### src/rtl/pe_cfg_pkg.sv
// -----------------------------------------------------------------------------
// pe_cfg_pkg
// Shared definitions for the PE configuration loader: the stream word width,
// the loader state encoding and a helper that sizes a chain in whole words.
// -----------------------------------------------------------------------------
package pe_cfg_pkg;

    localparam int WORD_W = 32;

    typedef enum logic [2:0] {
        IDLE  = 3'd0,
        CLEAR = 3'd1,
        SHIFT = 3'd2,
        DRAIN = 3'd3,
        DONE  = 3'd4
    } cfg_state_e;

    // Number of WORD_W-bit words needed to carry len chain bits.
    function automatic int cfg_num_words(input int len);
        return (len + WORD_W - 1) / WORD_W;
    endfunction

endpackage

### src/rtl/pe_cfg_rdpack.sv
// -----------------------------------------------------------------------------
// pe_cfg_rdpack
// Packs the bits emerging from the far end of the configuration chain into
// 32-bit readback words, LSB first, and offers them on a valid/ready port.
//
// Ports:
//   clk, reset     : clock, synchronous active-high reset
//   shift_i        : a chain shift happens this cycle; sdi_i is captured
//   sdi_i          : chain tail bit (value before the shift edge)
//   last_i         : this shift carries the final chain bit
//   rd_word_o      : packed readback word (unused upper bits zero)
//   rd_valid_o     : rd_word_o is valid
//   rd_ready_i     : consumer accepts rd_word_o
//   stall_o        : the next bit would open a new word while the previous
//                    word is still unaccepted; the loader must not shift
// -----------------------------------------------------------------------------
module pe_cfg_rdpack
    import pe_cfg_pkg::*;
(
    input  logic              clk,
    input  logic              reset,
    input  logic              shift_i,
    input  logic              sdi_i,
    input  logic              last_i,
    output logic [WORD_W-1:0] rd_word_o,
    output logic              rd_valid_o,
    input  logic              rd_ready_i,
    output logic              stall_o
);

    logic [WORD_W-1:0] acc_q;
    logic [4:0]        rcnt_q;
    logic [WORD_W-1:0] word_q;
    logic              vld_q;
    logic [WORD_W-1:0] packed_s;
    logic              close_s;

    // Accumulator with the incoming bit merged in at the current position.
    assign packed_s = acc_q | (WORD_W'(sdi_i) << rcnt_q);
    // A word closes when it is full or when the chain's last bit arrives.
    assign close_s  = shift_i && ((rcnt_q == 5'd31) || last_i);
    // Only a bit that starts a fresh word can collide with a pending word.
    assign stall_o  = vld_q && !rd_ready_i && (rcnt_q == 5'd0);

    // Bit accumulation, word hand-off and output valid tracking.
    always_ff @(posedge clk) begin
        if (reset) begin
            acc_q  <= '0;
            rcnt_q <= 5'd0;
            word_q <= '0;
            vld_q  <= 1'b0;
        end else begin
            if (shift_i) begin
                if (close_s) begin
                    word_q <= packed_s;
                    acc_q  <= '0;
                    rcnt_q <= 5'd0;
                end else begin
                    acc_q  <= packed_s;
                    rcnt_q <= rcnt_q + 5'd1;
                end
            end
            // A capture in the same cycle as a handshake keeps valid high.
            if (close_s) begin
                vld_q <= 1'b1;
            end else if (rd_ready_i) begin
                vld_q <= 1'b0;
            end
        end
    end

    assign rd_word_o  = word_q;
    assign rd_valid_o = vld_q;

endmodule

### src/rtl/pe_cfg_loader.sv
// -----------------------------------------------------------------------------
// pe_cfg_loader
// Bit-serial configuration loader for a CGRA PE tile chain. Accepts 32-bit
// words, shifts exactly CHAIN_LEN bits LSB first into the chain and returns
// the bits that fall out of the far end as packed readback words.
//
// Ports:
//   clk, reset              : clock, synchronous active-high reset
//   start, clear_first      : begin a load (optionally clearing the chain)
//   word_in/valid/ready     : configuration word stream
//   rd_word/valid/ready     : readback word stream
//   cfg_shift, cfg_sdo      : chain shift enable and serial data out
//   cfg_sdi                 : serial data from the chain tail
//   config_reset            : chain reset, held CLR_CYCLES cycles in CLEAR
//   busy, done              : activity flag and one-cycle completion pulse
// -----------------------------------------------------------------------------
module pe_cfg_loader
    import pe_cfg_pkg::*;
#(
    parameter int CHAIN_LEN  = 14,
    parameter int CLR_CYCLES = 2
) (
    input  logic              clk,
    input  logic              reset,
    input  logic              start,
    input  logic              clear_first,
    input  logic [WORD_W-1:0] word_in,
    input  logic              word_valid,
    output logic              word_ready,
    output logic [WORD_W-1:0] rd_word,
    output logic              rd_valid,
    input  logic              rd_ready,
    output logic              cfg_shift,
    output logic              cfg_sdo,
    input  logic              cfg_sdi,
    output logic              config_reset,
    output logic              busy,
    output logic              done
);

    localparam int NW        = cfg_num_words(CHAIN_LEN);
    localparam int LAST_BITS = CHAIN_LEN - WORD_W * (NW - 1);
    localparam int CW        = $clog2(CHAIN_LEN + 1);
    localparam int WCW       = $clog2(NW + 1);
    localparam int CCW       = $clog2(CLR_CYCLES + 1);

    localparam logic [WCW-1:0] NW_W   = WCW'(NW);
    localparam logic [WCW-1:0] NW_M1  = WCW'(NW - 1);
    localparam logic [CW-1:0]  CL_M1  = CW'(CHAIN_LEN - 1);
    localparam logic [5:0]     LAST_W = 6'(LAST_BITS);
    localparam logic [CCW-1:0] CLR_M1 = CCW'(CLR_CYCLES - 1);

    cfg_state_e        state_q;
    logic              busy_q, done_q, clr_q;
    logic [CCW-1:0]    ccnt_q;

    logic [WORD_W-1:0] ish_q, ish_d;     // input shift register
    logic [5:0]        icnt_q, icnt_d;   // bits left in ish
    logic [WCW-1:0]    wcnt_q, wcnt_d;   // words accepted so far
    logic [CW-1:0]     scnt_q, scnt_d;   // bits shifted so far
    logic              sdo_q, sdo_d;     // last driven serial bit

    logic              stall_s, shift_s, word_ready_s, accept_s, last_bit_s;

    assign shift_s      = (state_q == SHIFT) && (icnt_q != 6'd0) && !stall_s;
    // Request a word when ish is empty or its final bit leaves this cycle,
    // which keeps the serial stream gap-free across word boundaries.
    assign word_ready_s = (state_q == SHIFT) && (wcnt_q != NW_W) &&
                          ((icnt_q == 6'd0) || ((icnt_q == 6'd1) && shift_s));
    assign accept_s     = word_ready_s && word_valid;
    assign last_bit_s   = shift_s && (scnt_q == CL_M1);

    // Next-state logic for the input shift register and its counters.
    always_comb begin
        ish_d  = ish_q;
        icnt_d = icnt_q;
        wcnt_d = wcnt_q;
        scnt_d = scnt_q;
        sdo_d  = sdo_q;
        if (state_q == IDLE) begin
            icnt_d = 6'd0;
            wcnt_d = '0;
            scnt_d = '0;
        end else begin
            if (shift_s) begin
                ish_d  = ish_q >> 1;
                icnt_d = icnt_q - 6'd1;
                scnt_d = scnt_q + CW'(1);
                sdo_d  = ish_q[0];
            end else begin
                sdo_d  = sdo_q;
            end
            // A new word overrides the shift update; its last old bit has
            // already gone out this cycle. The final word is truncated.
            if (accept_s) begin
                ish_d  = word_in;
                icnt_d = (wcnt_q == NW_M1) ? LAST_W : 6'd32;
                wcnt_d = wcnt_q + WCW'(1);
            end else begin
                wcnt_d = wcnt_d;
            end
        end
    end

    // Datapath registers.
    always_ff @(posedge clk) begin
        if (reset) begin
            ish_q  <= '0;
            icnt_q <= 6'd0;
            wcnt_q <= '0;
            scnt_q <= '0;
            sdo_q  <= 1'b0;
        end else begin
            ish_q  <= ish_d;
            icnt_q <= icnt_d;
            wcnt_q <= wcnt_d;
            scnt_q <= scnt_d;
            sdo_q  <= sdo_d;
        end
    end

    // Loader FSM with registered busy, done and config_reset.
    always_ff @(posedge clk) begin
        if (reset) begin
            state_q <= IDLE;
            busy_q  <= 1'b0;
            done_q  <= 1'b0;
            clr_q   <= 1'b0;
            ccnt_q  <= '0;
        end else begin
            done_q <= 1'b0;
            case (state_q)
                IDLE: begin
                    if (start) begin
                        busy_q <= 1'b1;
                        ccnt_q <= '0;
                        if (clear_first) begin
                            state_q <= CLEAR;
                            clr_q   <= 1'b1;
                        end else begin
                            state_q <= SHIFT;
                        end
                    end
                end
                CLEAR: begin
                    if (ccnt_q == CLR_M1) begin
                        state_q <= SHIFT;
                        clr_q   <= 1'b0;
                    end else begin
                        ccnt_q <= ccnt_q + CCW'(1);
                    end
                end
                SHIFT: begin
                    if (last_bit_s) begin
                        state_q <= DRAIN;
                    end
                end
                DRAIN: begin
                    // Only the final readback word can be pending here.
                    if (rd_valid && rd_ready) begin
                        state_q <= DONE;
                        done_q  <= 1'b1;
                    end
                end
                DONE: begin
                    state_q <= IDLE;
                    busy_q  <= 1'b0;
                end
                default: begin
                    state_q <= IDLE;
                    busy_q  <= 1'b0;
                    clr_q   <= 1'b0;
                end
            endcase
        end
    end

    pe_cfg_rdpack u_rdpack (
        .clk        (clk),
        .reset      (reset),
        .shift_i    (shift_s),
        .sdi_i      (cfg_sdi),
        .last_i     (last_bit_s),
        .rd_word_o  (rd_word),
        .rd_valid_o (rd_valid),
        .rd_ready_i (rd_ready),
        .stall_o    (stall_s)
    );

    assign word_ready   = word_ready_s;
    assign cfg_shift    = shift_s;
    assign cfg_sdo      = shift_s ? ish_q[0] : sdo_q;
    assign config_reset = clr_q;
    assign busy         = busy_q;
    assign done         = done_q;

endmodule
### config.mk
export PLATFORM = sky130hd
export DESIGN_NAME = pe_cfg_loader
export DESIGN_NICKNAME = d
export VERILOG_FILES = /design/src/rtl/pe_cfg_pkg.sv /design/src/rtl/pe_cfg_rdpack.sv /design/src/rtl/pe_cfg_loader.sv
export SDC_FILE = /design/constraint.sdc
export NUM_CORES = 1
export LEC_CHECK = 0
export ABC_AREA = 1
export BUFFER_PORTS_ARGS = -buffer_cell sky130_fd_sc_hd__buf_2
export CAP_MARGIN = 5
export CORE_MARGIN = 10
export CORE_UTILIZATION = 53
export CTS_CLUSTER_DIAMETER = 40
export CTS_CLUSTER_SIZE = 28
export DETAILED_ROUTE_END_ITERATION = 8
export GPL_ROUTABILITY_DRIVEN = 0
export MAX_ROUTING_LAYER = met4
export PLACE_DENSITY_LB_ADDON = 0.08
export RECOVER_POWER = 25
export SLEW_MARGIN = 20
export SYNTH_ARGS = -nofsm -noshare
export SYNTH_HDL_FRONTEND = slang
export SYNTH_HIERARCHICAL = 1
export SYNTH_SLANG_ARGS = --single-unit
### constraint.sdc
create_clock -name clk -period 3.23 [get_ports clk]
set_input_delay 0.1615 -clock clk [delete_from_list [all_inputs] [get_ports clk]]
set_output_delay 0.1615 -clock clk [all_outputs]
set_load 0.03 [all_outputs]
==> qor.log, run 1 <==
qor: outcome.run_status finished clean
qor: worst_setup_path.cp_data_arrival_time 2.82 ns
qor: timing.final.setup.tns 0 ns
qor: final_layout.multi_input_area 2740 um2
qor: detailed_routing.detail_route.wl_per_cell 13.1 um
qor: final_layout.num_antenna_cells 0
qor: floorplan.initial_core_util 55.1%
qor: floorplan.floorplan.io_pins 78
qor: hold_path.holdCritPathClass in -> reg
qor: logic_synthesis.mappedNetlistArea 5740 um2
qor: clock_network.cts.sink_count 122
qor: hold_path.worst_hold_startpoint word_in[25]
qor: logic_synthesis.synthCells 853
qor: logic_synthesis.ff_latch_count_synth 122
qor: final_layout.final_common_cell nand2_1
qor: detailed_routing.drt_pre_antenna_iters 5
qor: placed_design.hpwl 9140 um
qor: detailed_routing.viasPerCell 5.03
qor: detailed_routing.detailed_router_s_first_iteration_violation_count 439
qor: global_route.met1_usage 22.3%
qor: timing.final-hold-violation-count 0
qor: timing.fin_crit_sh 92.4%
qor: final_layout.fin_nets 979
qor: worst_setup_path.timing_worst_setup_path_type reg -> out
qor: global_route.grt_busiest_layer met2
qor: timing.timing_worst_slew_pin_value 1.08 ns
qor: worst_setup_path.crit_path_max_fanout 47
qor: final_layout.commonest_non_fill_non_tap_cells_in_the_layout nand2_1, nor2_1, dfxtp_1, inv_1, buf_2
qor: flow_run.timing.max_cap.violations 0
qor: detailed_routing.post-route-drc-count 0
qor: global_route.pin_count_of_the_biggest_net_entering_global_routing 63
qor: logic_synthesis.yosysSeqAreaShare 42.6%
qor: timing.grt_setup_unrepaired no
qor: timing.timing.final.crit_period 2.98 ns
qor: floorplan.design.die.area 15,400 um2
qor: logic_synthesis.syn_avg_cell_area 6.73 um2
qor: floorplan.placement_rows 37
qor: power.power_per_cell_area 684 nW/um2
qor: detailed_routing.num_vias 5,434
qor: final_layout.syn2layout_area_growth 19.4%
qor: detailed_routing.route.final.wire_length 14,200 um
qor: worst_setup_path.setup.worst_path.start_class flip-flop
qor: timing.fin_skew 0.00916 ns
qor: clock_network.clock_pin_slew_on_the_worst_setup_and_hold_paths 0.06 ns
qor: detailed_routing.antenna_violating_nets_post_route 0
qor: logic_synthesis.synth_fp_nets 900
qor: floorplan.core 10,400 um2
qor: logic_synthesis.synth-warning-count 6
qor: final_layout.register_area 2440 um2
qor: global_route.global_route.usage.met3 4.30%
qor: global_route.met2_usage 31.9%
qor: clock_network.ctsHtreeMaxLevel 4
qor: global_route.grt_usage 19.5%
qor: timing.max_clock_freq 0.335 GHz
qor: timing.hold-worst-slack 0.0270 ns
qor: global_route.global_route.overflow_total 0
qor: worst_setup_path.r2r_end u_rdpack/acc_q[28]$_SDFFE_PP0P_
qor: timing.final-setup-viol-count 0
qor: floorplan.die_w 124 um
qor: clock_network.post_cts_setup_buffers 0
qor: clock_network.cts-root-buf clkbuf_8
qor: timing.worst_slew_margin_relative_to_its_limit 28.2%
qor: clock_network.cts_tree built
qor: power.max-vdd-ir-drop 0.352 mV
qor: global_route.first_global_vias 5,331
qor: global_route.grt_antenna_before_repair 0
qor: clock_network.worst_skew_pair.late_latency 0.52 ns
qor: clock_network.total_cts_buffers 17
qor: worst_setup_path.end_kind output pin
qor: final_layout.final_layout_size_suffix_gt1_share 10.3%
qor: timing.timing_max_transition_violations_final 0
qor: worst_setup_path.reg2reg_setup_slack 0.47 ns
qor: hold_path.holdPathEnd ish_q[25]$_SDFFE_PP0P_
qor: power.power_leakage 3.23 nW
qor: placed_design.io_buffers 77
qor: worst_setup_path.worst_r2r_startpoint u_rdpack/rcnt_q[4]$_SDFFE_PP0P_
qor: clock_network.clockBufferDepth 2
qor: final_layout.fillers 946
qor: floorplan.fp.dieH 124 um
qor: logic_synthesis.post_synth_num_cell_types 33
qor: hold_path.min_path_cells 5
qor: global_route.global_route_wire_length_before_repair 23,900 um
qor: worst_setup_path.r2r.worst_path.cells 13
qor: worst_setup_path.cp_data_required_time 3.07 ns
[cells in the mapped netlist (all sizes together)]
master / instances / area share [%]
dfxtp: 122 / 43
buf: 27 / 3.0
xor2: 4 / 0.61
inv: 85 / 5.6
or2: 2 / 0.22
ha: 8 / 1.7
o21ai: 22 / 2.1
nand3b: 31 / 4.1
nand2: 287 / 19
clkbuf: 16 / 1.0
nor2: 148 / 10
a211oi: 2 / 0.26
a21oi: 13 / 1.1
nor3: 4 / 0.35
clkinv: 2 / 0.15
xnor2: 1 / 0.15
o21bai: 2 / 0.26
nand4: 34 / 3.7
nor4: 2 / 0.22
nand3: 39 / 3.6
o21a: 1 / 0.13
o2111ai: 1 / 0.15
[power breakdown]
part	leakage [nW]	switching, mW	internal, mW
Sequential	0.987	0.0757	1.66
Combinational	1.96	0.676	0.399
Clock	0.282	0.684	1.19
Total	3.23	1.44	3.25
[per-layer routing]
layer / wire length, um / vias up
met1: 6390 / 2448
met2: 6730 / 155
met3: 810 / 24
met4: 269 / 0
li1: - / 2807
met5: 0 / -
[flip-flops by register name (all words and copies together), names as in the netlist]
register and cells:
busy 1, ccnt_q 2, config_reset 1, done 1, icnt_q 6, ish_q 32
scnt_q 4, sdo_q 1, state_q 3, u_rdpack/acc_q 32, u_rdpack/rcnt_q 5, u_rdpack/rd_valid_o 1
u_rdpack/rd_word_o 32, wcnt_q 1
[kinds of logic (layout without fill, tap and decap cells)]
kind of cell | after synthesis | after routing | synth area share [%]
adder cells (fa/ha/maj) | 8 | 8 | 1.74
AO/OA/AOI/OAI | 41 | 41 | 4.06
buffers and inverters | 130 | 222 | 9.77
XOR/XNOR | 5 | 5 | 0.763
AND/OR/NAND/NOR | 547 | 547 | 41.1
flip-flops | 122 | 122 | 42.6
[worst max path at each step]
stage                                                from                                   to  slack (ns)  cells past startpoint
after floorplan           u_rdpack/rcnt_q[4]$_SDFFE_PP0P_      u_rdpack/acc_q[10]$_SDFFE_PP0P_        0.99                     15
after global placement    u_rdpack/rcnt_q[4]$_SDFFE_PP0P_  u_rdpack/rd_word_o[18]$_SDFFE_PP0P_        0.52                     12
after detailed placement  u_rdpack/rcnt_q[4]$_SDFFE_PP0P_      u_rdpack/acc_q[28]$_SDFFE_PP0P_        0.48                     13
after CTS                 u_rdpack/rcnt_q[2]$_SDFFE_PP0P_                              cfg_sdo        0.14                     11
after global routing      u_rdpack/rcnt_q[4]$_SDFFE_PP0P_                              cfg_sdo        0.03                     13
final                     u_rdpack/rcnt_q[4]$_SDFFE_PP0P_                              cfg_sdo        0.25                     13
[critical path: stages (launching register included)]
cell and delay (ns):
dfxtp_1 0.31, buf_4 0.20, clkinv_1 0.08, buf_4 0.20, nand3_1 0.10, nor2_1 0.05, nor2_2 0.11, nand2_1 0.16
inv_2 0.12, buf_4 0.42, or2_2 0.19, o21ai_1 0.07, inv_1 0.09, buf_2 0.20
[area by class of cell]
| class | count | area share (%) |
|---|---|---|
| clock buffer | 21 | 6.41 |
| clock inverter | 11 | 2.14 |
| inverter | 87 | 4.79 |
| multi-input combinational | 601 | 40.0 |
| sequential | 122 | 35.7 |
| tap | 136 | 2.48 |
| timing repair buffer | 103 | 8.48 |
[per-stage QoR]
stage	cells	power, mW	utilization, %	cell area, um2	setup WS [ns]
3_3_place_gp	1031	2.77	58.8	6120	0.518
2_1_floorplan	853	2.61	-	5740	0.990
6_report	1081	4.69	65.8	6850	0.246
3_5_place_dp	1031	2.80	58.8	6130	0.479
4_1_cts	1081	4.72	66.2	6890	0.143
5_1_grt	1081	4.95	65.8	6850	0.0273
[what timing repair did]
item / in CTS / in global routing
hold buffers: 18 / 0
hold endpoints to repair: 19 / 0
gates resized for setup: 0 / 1
setup endpoints to repair: 0 / 1
No activity file was read; power rests on OpenSTA's default activity.
==> run 2: changes to the inputs <==
- CORE_ASPECT_RATIO: unset -> 0.5
==> qor.log, run 2 (same netlist as run 1, synthesis figures left out) <==
qor: outcome.run_status finished clean
qor: clock_network.clockBufferDepth 2 [unchanged]
qor: final_layout.fin_nets 964 [-1.5%]
qor: timing.fin_skew 0.00900 ns [-0.000163 ns]
qor: worst_setup_path.crit_path_max_fanout 47 [unchanged]
qor: clock_network.cts_tree built
qor: timing.grt_setup_unrepaired no
qor: placed_design.area_after_dpl 6150 um2 [+0.45%]
qor: placed_design.io_buffers 77 [unchanged]
qor: clock_network.total_cts_buffers 17 [unchanged]
qor: clock_network.cts-resized-gates 0 [unchanged]
qor: global_route.global_route.usage.met3 4.85% [+0.55 points]
qor: final_layout.instances_no_fill 1,070 [-1.0%]
qor: timing.final-setup-viol-count 0 [unchanged]
qor: placed_design.numPlacedInstances 1,037 [+0.58%]
qor: detailed_routing.detailed_router_s_first_iteration_violation_count 479 [+9.1%]
qor: timing.timing_max_transition_violations_final 0 [unchanged]
qor: timing.timing_worst_slew_pin_value 1.02 ns [-0.0569 ns]
qor: floorplan.initial_core_util 55.3% [+0.21 points]
qor: final_layout.num_antenna_cells 0 [unchanged]
qor: global_route.first_global_vias 5,083 [-4.7%]
qor: detailed_routing.antenna_violating_nets_post_route 0 [unchanged]
qor: clock_network.cts-root-buf clkbuf_16
qor: power.finalPower 4.81 mW [+2.7%]
qor: floorplan.placement_rows 26 [-30%]
qor: worst_setup_path.timing.critical_path.max_delay_family simple AND/OR/NAND/NOR gates
qor: worst_setup_path.timing_worst_setup_path_type reg -> out
qor: global_route.global_route.overflow_total 0 [unchanged]
qor: power.power_per_cell_area 713 nW/um2 [+4.2%]
qor: final_layout.syn2layout_area_growth 17.7%
qor: timing.hold-worst-slack 0.0508 ns [+0.0237 ns]
qor: worst_setup_path.end_kind output pin
qor: hold_path.holdCritPathClass in -> reg
qor: timing.max_clock_freq 0.350 GHz [+4.4%]
qor: placed_design.pre_cts_ws 0.536 ns [+0.0578 ns]
qor: timing.worst_slew_margin_relative_to_its_limit 32.0% [+3.8 points]
qor: clock_network.ctsHtreeMaxLevel 4 [unchanged]
qor: detailed_routing.post-route-drc-count 0 [unchanged]
qor: global_route.grt_antenna_before_repair 0 [unchanged]
qor: worst_setup_path.critPathSlowestCell nor2_1
qor: timing.finalWorstSetupSlack 0.371 ns [+0.125 ns]
qor: clock_network.clock_pin_slew_on_the_worst_setup_and_hold_paths 0.06 ns [about the same]
qor: global_route.grt_usage 18.0% [-1.4 points]
qor: final_layout.final_common_cell nand2_1
qor: final_layout.design_area 6750 um2 [-1.4%]
qor: timing.timing.final.crit_period 2.86 ns [-0.125 ns]
qor: worst_setup_path.timing.critical_path.mode_cell nor2_1
qor: detailed_routing.num_vias 5,294 [-2.6%]
qor: flow_run.timing.max_cap.violations 0 [unchanged]
qor: worst_setup_path.timing.critical_path.cells nor2_1 -> nand3_1 -> nor2_1 -> nor2_2 -> nand2_1 -> inv_2 -> buf_4 -> or2_2 -> o21ai_1 -> inv_1 -> buf_2
qor: timing.final-hold-violation-count 0 [unchanged]
qor: floorplan.core 10,400 um2 [-0.37%]
qor: final_layout.layout.core_utilization 65.1% [-0.68 points]
qor: detailed_routing.drt_pre_antenna_iters 5 [unchanged]
qor: global_route.global_route_wire_length_before_repair 23,400 um [-2.1%]
qor: placed_design.hpwl 8480 um [-7.3%]
qor: worst_setup_path.cp_data_arrival_time 2.70 ns [-0.12 ns]
qor: global_route.grt_busiest_layer met2
qor: global_route.met1_usage 21.3% [-1.1 points]
qor: worst_setup_path.setup.worst_path.start_class flip-flop
qor: clock_network.worst_skew_pair.late_latency 0.41 ns [-0.11 ns]
qor: timing.fin_crit_sh 88.5% [-3.9 points]
qor: worst_setup_path.critical_path.max_stage_delay 0.43 ns [about the same]
qor: floorplan.die_w 167 um [+35%]
qor: detailed_routing.detail_route.wl_per_cell 12.4 um [-5.6%]
qor: floorplan.design.die.area 15,600 um2 [+1.6%]
qor: worst_setup_path.cp_data_required_time 3.07 ns [about the same]
qor: final_layout.final_layout_size_suffix_gt1_share 10.9% [+0.60 points]
qor: timing.final.setup.tns 0 ns [unchanged]
qor: global_route.pin_count_of_the_biggest_net_entering_global_routing 63 [unchanged]
qor: final_layout.commonest_non_fill_non_tap_cells_in_the_layout nand2_1, nor2_1, dfxtp_1, inv_1, buf_2
qor: detailed_routing.route.final.wire_length 13,300 um [-6.6%]
qor: floorplan.fp.dieH 93.6 um [-25%]
qor: floorplan.floorplan.io_pins 78 [unchanged]
qor: power.power_leakage 3.19 nW [-1.3%]
qor: clock_network.cts.sink_count 122 [unchanged]
qor: global_route.met2_usage 29.6% [-2.3 points]
qor: detailed_routing.viasPerCell 4.95 [-1.6%]
qor: power.max-vdd-ir-drop 0.388 mV [+10%]
qor: worst_setup_path.cp.buffers_inverters 4 [-3]
qor: clock_network.post_cts_setup_buffers 0 [unchanged]
==> run 2: report_power, final <==
group | switching (mW) | internal, mW | total, mW | leakage, nW
logic | 0.666 | 0.397 | 1.06 | 1.90
clock network | 0.707 | 1.31 | 2.02 | 0.299
registers | 0.0728 | 1.66 | 1.73 | 0.987
total | 1.45 | 3.37 | 4.81 | 3.19
==> run 2: cell type report <==
class,count,area (um2)
repair buffers,88,438
inverters,87,328
clock inverters,14,195
well taps,140,175
fillers,920,3620
clock buffers,18,439
multi-input cells,601,2740
flip-flops and latches,122,2440
==> run 2: repair_timing <==
action / 4_1_cts / 5_1_grt
setup endpoints to repair: 0 / 0
hold buffers: 1 / 0
hold endpoints to repair: 1 / 0
==> run 2: worst paths after layout <==
| path | from | to | slack (ns) | depth (start not counted) |
|---|---|---|---|---|
| max | u_rdpack/rcnt_q[2]$_SDFFE_PP0P_ | cfg_sdo | 0.37 | 11 |
| min | rd_ready | state_q[2]$_SDFFE_PP0P_ | 0.05 | 3 |
| max reg2reg | u_rdpack/rcnt_q[4]$_SDFFE_PP0P_ | u_rdpack/acc_q[26]$_SDFFE_PP0P_ | 0.49 | 13 |
| min reg2reg | u_rdpack/rd_word_o[21]$_SDFFE_PP0P_ | u_rdpack/rd_word_o[21]$_SDFFE_PP0P_ | 0.45 | 2 |
==> run 2: worst reg2reg max path, delay by kind of cell (launching register included) <==
| family | cells | cell delay (ns) |
|---|---|---|
| buffers and inverters | 4 | 1.10 |
| flip-flops | 1 | 0.31 |
| AND/OR/NAND/NOR | 7 | 0.78 |
| AO/OA/AOI/OAI | 2 | 0.45 |
==> run 2: routing by layer <==
layer  wire, um  vias to the layer above
met2       6110                      125
li1           -                     2786
met4        101                        0
met5          0                        -
met1       6370                     2368
met3        686                       15
